File: config.mk
export PLATFORM = sky130hd
export DESIGN_NAME = hood_display_scan
export DESIGN_NICKNAME = d
export VERILOG_FILES = /design/src/rtl/hood_display_scan.sv
export SDC_FILE = /design/constraint.sdc
export NUM_CORES = 1
export LEC_CHECK = 0
export ABC_AREA = 1
export CAP_MARGIN = 0
export CORE_MARGIN = 10
export CORE_UTILIZATION = 53
export CTS_BUF_LIST = sky130_fd_sc_hd__clkbuf_4
export CTS_CLUSTER_DIAMETER = 200
export DETAILED_ROUTE_END_ITERATION = 8
export PLACE_DENSITY = 0.89
export SLEW_MARGIN = 5
export SYNTH_ARGS = -nofsm -noshare
export SYNTH_HDL_FRONTEND = slang
export SYNTH_SLANG_ARGS = --single-unit
File: constraint.sdc
create_clock -name clk -period 3 [get_ports clk]
set_clock_uncertainty 0.2 [all_clocks]
set_input_delay 0.6 -clock clk [delete_from_list [all_inputs] [get_ports clk]]
set_output_delay 0.6 -clock clk [all_outputs]
set_load 0.005 [all_outputs]
File: src/rtl/hood_display_scan.sv
// Multiplexed 8-tube hood display scanner with valid/ready frame update; optional blink via HOOD_DISPLAY_BLINK_EN.
// Latency: outputs register on each scan tick; an accepted frame goes live on the next idx 3->0 wrap tick.
// Backpressure: upd_ready drops after an accept and returns when the pending frame is applied; offers meanwhile are ignored.
module hood_display_scan #(
  parameter int SCAN_DIV    = 100000,
  parameter int BLINK_TICKS = 250
) (
  input  logic        clk,
  input  logic        rst,
  input  logic        upd_valid,
  output logic        upd_ready,
  input  logic [2:0]  upd_mode,
  input  logic [15:0] upd_value,
  input  logic        upd_blink,
  output logic [7:0]  digit1,
  output logic [7:0]  digit2,
  output logic [7:0]  tube_sel
);

  localparam int DIV_W = $clog2(SCAN_DIV);
  localparam logic [DIV_W-1:0] DIV_LAST = DIV_W'(SCAN_DIV - 1);

  typedef struct packed {
    logic [2:0]  mode;
    logic [15:0] value;
    logic        blink;
  } frame_t;

  logic [DIV_W-1:0] div_q;
  logic [1:0]       idx_q;
  logic [1:0]       idx_d;
  logic             tick;
  logic             wrap;
  logic             accept;
  logic             pend_vld_q;
  frame_t           pend_q;
  frame_t           act_q;
  frame_t           act_d;
  frame_t           upd_frame;
  logic             blank_blink;
  logic [7:0]       hi_glyph;
  logic [7:0]       lo_glyph;
  logic [7:0]       sel_d;

  function automatic logic [7:0] seg7(input logic [3:0] n);
    logic [7:0] g;
    case (n)
      4'd0:    g = 8'hFC;
      4'd1:    g = 8'h60;
      4'd2:    g = 8'hDA;
      4'd3:    g = 8'hF2;
      4'd4:    g = 8'h66;
      4'd5:    g = 8'hB6;
      4'd6:    g = 8'hBE;
      4'd7:    g = 8'hE0;
      4'd8:    g = 8'hFE;
      4'd9:    g = 8'hF6;
      default: g = 8'h02;  // out-of-range nibble shows a dash
    endcase
    return g;
  endfunction

  // Glyph for tube t of frame f, including leading-zero blanking of d3..d1.
  function automatic logic [7:0] tube_glyph(input frame_t f, input logic [2:0] t);
    logic [3:0] d3, d2, d1, d0;
    logic       z3, z2, z1;
    logic [7:0] g;
    d3 = f.value[15:12];
    d2 = f.value[11:8];
    d1 = f.value[7:4];
    d0 = f.value[3:0];
    z3 = (d3 == 4'd0);
    z2 = z3 && (d2 == 4'd0);
    z1 = z2 && (d1 == 4'd0);
    case (t)
      3'd7:    g = 8'hCE;
      3'd6:    g = (f.mode > 3'd3) ? 8'h02 : seg7({1'b0, f.mode});
      3'd5:    g = 8'h00;
      3'd4:    g = 8'h00;
      3'd3:    g = z3 ? 8'h00 : seg7(d3);
      3'd2:    g = z2 ? 8'h00 : seg7(d2);
      3'd1:    g = z1 ? 8'h00 : seg7(d1);
      default: g = seg7(d0);
    endcase
    return g;
  endfunction

  assign tick      = (div_q == DIV_LAST);
  assign idx_d     = idx_q + 2'd1;
  assign wrap      = tick && (idx_q == 2'd3);
  assign upd_ready = ~pend_vld_q;
  assign accept    = upd_valid && upd_ready;
  // A pending frame is swapped in only at a wrap, so the glyphs of that tick already show it.
  assign act_d     = (wrap && pend_vld_q) ? pend_q : act_q;

`ifdef HOOD_DISPLAY_BLINK_EN
  logic [9:0] blink_cnt_q;
  logic       blink_off_q;
  logic       blink_wrap;
  logic       blink_off_d;

  assign blink_wrap  = tick && (blink_cnt_q == 10'(BLINK_TICKS - 1));
  assign blink_off_d = blink_wrap ? ~blink_off_q : blink_off_q;
  assign upd_frame   = '{mode: upd_mode, value: upd_value, blink: upd_blink};

  // Free-running blink phase, advanced by scan ticks regardless of the frame flag.
  always_ff @(posedge clk or negedge rst) begin
    if (!rst) begin
      blink_cnt_q <= 10'd0;
      blink_off_q <= 1'b0;
    end else if (tick) begin
      blink_cnt_q <= blink_wrap ? 10'd0 : blink_cnt_q + 10'd1;
      blink_off_q <= blink_off_d;
    end
  end
`else
  logic unused_blink;
  assign upd_frame    = '{mode: upd_mode, value: upd_value, blink: 1'b0};
  assign unused_blink = ^{upd_blink, act_d.blink};
`endif

  // Next-tick outputs, computed from the post-tick index, frame and blink phase.
  always_comb begin
    blank_blink = 1'b0;
`ifdef HOOD_DISPLAY_BLINK_EN
    blank_blink = act_d.blink && blink_off_d;
`endif
    hi_glyph = blank_blink ? 8'h00 : tube_glyph(act_d, {1'b1, idx_d});
    lo_glyph = blank_blink ? 8'h00 : tube_glyph(act_d, {1'b0, idx_d});
    sel_d    = 8'h11 << idx_d;
  end

  // Scan-rate divider; the terminal count cycle is the tick.
  always_ff @(posedge clk or negedge rst) begin
    if (!rst) div_q <= '0;
    else      div_q <= tick ? '0 : div_q + 1'b1;
  end

  // Scan index, active frame and registered tube outputs update together on a tick.
  always_ff @(posedge clk or negedge rst) begin
    if (!rst) begin
      idx_q    <= 2'd0;
      act_q    <= '0;
      tube_sel <= 8'h00;
      digit1   <= 8'h00;
      digit2   <= 8'h00;
    end else if (tick) begin
      idx_q    <= idx_d;
      act_q    <= act_d;
      tube_sel <= sel_d;
      digit1   <= hi_glyph;
      digit2   <= lo_glyph;
    end
  end

  // Single-entry pending buffer; an accept on a wrap cycle waits for the following wrap.
  always_ff @(posedge clk or negedge rst) begin
    if (!rst) begin
      pend_vld_q <= 1'b0;
      pend_q     <= '0;
    end else if (accept) begin
      pend_vld_q <= 1'b1;
      pend_q     <= upd_frame;
    end else if (wrap) begin
      pend_vld_q <= 1'b0;
    end
  end

endmodule
==> summary.md <==
| Metric | Value |
|---|---|
| Final Cell Area | 5321 µm² |
| Port bufs | 44 |
| # rows | 33 |
| Area grow syn2layout | 17.07% |
| Top cells by count, synth | nand2_1, inv_1, dfrtp_1 |
| Pwr Density | 333.3 nW/µm² |
| Seq/Total Area, Yosys | 41.84% |
| Max-slew violations | 0 |
| IO Pins | 48 |
| Hold WC Path Type | input pin to asynchronous set/reset pin |
| Root buf cell | clkbuf_4 |
| Global-route wire length before repair | 16.50 mm |
| Initial antenna violation count | 1 |
| Die H | ~110 µm |
| Count of final setup violators | 0 |
| Largest cells by area after synthesis | dfrtp_1, nand2_1, ha_1, inv_1, nand3_1 |
| Worst-Margin Slew | about 930 ps |
| TritonCTS clock tree | built |
| Num CTS Buffers | 9 |
| Vias | just under 4,000 |
| Syn Area/Cell | slightly above 8 µm² |
| Cell Chain, Critical Path | ha_1 > nand2_1 > inv_1 > nand4_4 > buf_4 > clkbuf_16 > nand2_1 > o21ai_1 > inv_1 > ha_1 > or2_2 > o21ai_0 > a21oi_1 > nor2_1 > nand2_1 > nand2_1 |
| Worst Setup Path Type | flop to flop |
| Share of layout cells above drive strength 1 | 13.47% |
| Count leader, synth | nand2_1 |
| Cell taking the most area after synthesis | dfrtp_1 |
| LEAKAGE | 0.002831 µW |
| Arrival time worst endpoint | 2990 ps |
| Final-report hold violation count | 0 |
| Routed wire length per instance | around 14 µm |
| Drt drc | 0 |
| Post-cts hold buffer count | 0 |
| Cells after Synth | 562 |
| WP buf/inv | 4 |
| Filler cell count | 636 |
| Max cap viols | 0 |
| Achievable clock frequency | 352.2 MHz |
| Startpoint types | flop |
| Crit. End Element | flop |
| Number of synthesized flops with an enable pin | 0 |
| Most used DFF post-synth | dfrtp_1 |
| VDD IR max | roughly 0.00022 V |
| Yosys top cell area share | around two fifths |
| Vias in the first global route | 3,679 |
| Clock Path Buffers | 2 |
| TritonRoute pass-1 iters | 7 |
| Largest net degree at the start of global routing | 77 |
| Top cell family by delay on the critical path | simple AND/OR/NAND/NOR gates |
| Fraction of registers with async set or reset after synthesis | 100.0% |
| Synth warnings | 0 |
| Critical path's slowest cell | dfrtp_1 |
| CP max stage delay | roughly 440 ps |
| WL final | 10.37 mm |
| Post-synthesis cell area | around 4500 µm² |
| Placed instance area | 5079 µm² |
| Fin nets | 666 |
| Most frequent CP cell | nand2_1 |
| Slack of the worst reg-to-reg path | between 150 and 200 ps |
| Hpwl dp | between 7 and 8 mm |
| CP Max Fanout | 10 |
| Cell variety after synth | 40 |
| Final ANT Viol Nets | 0 |
| Worst skew pair latency | around 420 ps |
| Seq cells post-synth | 76 |
| Clock-pin slew on the worst setup and hold paths | 120 ps |
| Max_slew headroom | 38.11% |
| Die X | ~110 µm |
| GRT Residual Overflow | 0 |
| Vias per cell | about 5.3 |
| H-tree depth | 3 |
| Die area | 12,680 µm² |
| Outcome | complete, no violations |
| Total GRT Usage | 15.23% |
| Required @ worst endpoint | ~3200 ps |
| Final worst-path cycle share | between 90% and 100% |
| GPL Wtd Cong | 0.9171 |
| Initial DRC count | 276 |
| Overall power | ~1800 µW |
| Core Area | 8299 µm² |
| Tmin final | around 2800 ps |
| Starting Density | 54.77% |
| Clock Sinks | 76 |
==> cells by family after synthesis <==
logic type	after synthesis	synth area share [%]
fa+ha+maj	31	8.533
buf+inv	116	10.49
flops	76	41.84
other cells	1	0.08250
mux	8	1.982
xor+xnor	5	0.9633
compound gates	80	10.98
simple gates	245	25.13
==> what timing repair did <==
action,4_1_cts,5_1_grt
endpoints found under the setup margin,0,7
gates resized for setup,0,8
buffers inserted,0,2
==> layout by cell type, fill, tap and decap left out, types with 2 or more instances in the layout <==
cell / Yosys / layout
nand2_1: 118 / 118
inv_1: 93 / 93
dfrtp_1: 76 / 76
nor2_1: 48 / 48
clkdlybuf4s50_1: 0 / 43
nand3_1: 36 / 35
ha_1: 31 / 30
a21oi_1: 29 / 29
o21ai_0: 26 / 25
nand2_2: 13 / 13
clkbuf_4: 0 / 11
nand4_1: 9 / 9
buf_4: 7 / 9
mux2_2: 8 / 8
o21ai_2: 6 / 7
inv_2: 5 / 5
xor2_1: 5 / 5
o21ai_1: 5 / 4
nor2_4: 2 / 4
o21ai_4: 3 / 4
nand3b_1: 3 / 3
or2_2: 3 / 3
a2bb2oi_1: 3 / 3
nor2_8: 2 / 2
nor3_1: 2 / 2
o22ai_1: 2 / 2
nand2_4: 2 / 2
nand3_2: 1 / 2
conb_1: 1 / 2
clkbuf_16: 0 / 2
==> worst paths after layout <==
kind                            cells past startpoint                     to                  start
min in group clk                                    2  digit2[2]$_DFFE_PN0N_  digit2[2]$_DFFE_PN0N_
worst max-delay path                               16  digit2[4]$_DFFE_PN0N_   idx_q[0]$_DFFE_PN0N_
worst min-delay path                                1  digit1[6]$_DFFE_PN0N_                    rst
worst max register to register                     16  digit2[4]$_DFFE_PN0N_   idx_q[0]$_DFFE_PN0N_
max in group asynchronous                           1  digit2[6]$_DFFE_PN0N_                    rst
worst min register to register                      2  digit2[2]$_DFFE_PN0N_  digit2[2]$_DFFE_PN0N_
==> per-stage QoR <==
stage	hold slack, ps	worst slack, ps	util (%)	TNS (ps)	std cells
6_report	107.9	160.7	64.12	0	722
3_3_place_gp	256.9	256.0	61.19	0	702
2_1_floorplan	104.4	100.6	-	0	563
4_1_cts	133.1	89.06	62.81	0	717
3_5_place_dp	264.9	148.9	61.19	0	702
5_1_grt	177.3	-47.92	64.12	-147.7	722
==> cell type report <==
cell class | count | area (µm²) | area share (%)
clock inverter | 4 | 51.30 | 0.9640
tap | 105 | 131.4 | 2.469
multi-input combinational | 371 | 2212 | 41.57
timing repair buffer | 55 | 568.0 | 10.67
clock buffer | 11 | 82.58 | 1.552
sequential | 76 | 1902 | 35.74
inverter | 99 | 371.6 | 6.983
antenna | 1 | 2.502 | 0.04703
==> state kept, by name, summed over array words and instances, names as in the netlist <==
register    cells
idx_q           2
digit2          7
tube_sel        4
pend_q         19
pend_vld_q      1
act_q          19
digit1          7
div_q          17
==> layer usage <==
layer / wire [µm] / part of all wire, % / track usage [%] / up-vias
met4: 377 / 3.6 / 6.768 / 0
met3: 736 / 7.1 / 2.556 / 39
met1: 4317 / 42 / 18.52 / 1785
li1: - / - / - / 1858
met5: 0 / 0 / 0 / -
met2: 4935 / 48 / 25.77 / 167
==> power breakdown <==
part	switching [µW]	total, µW	internal, µW
logic	46.2	85.9	39.7
clock network	352	621	269
registers	13.4	1070	1050
Note: power is estimated with default switching activity, not from simulation.
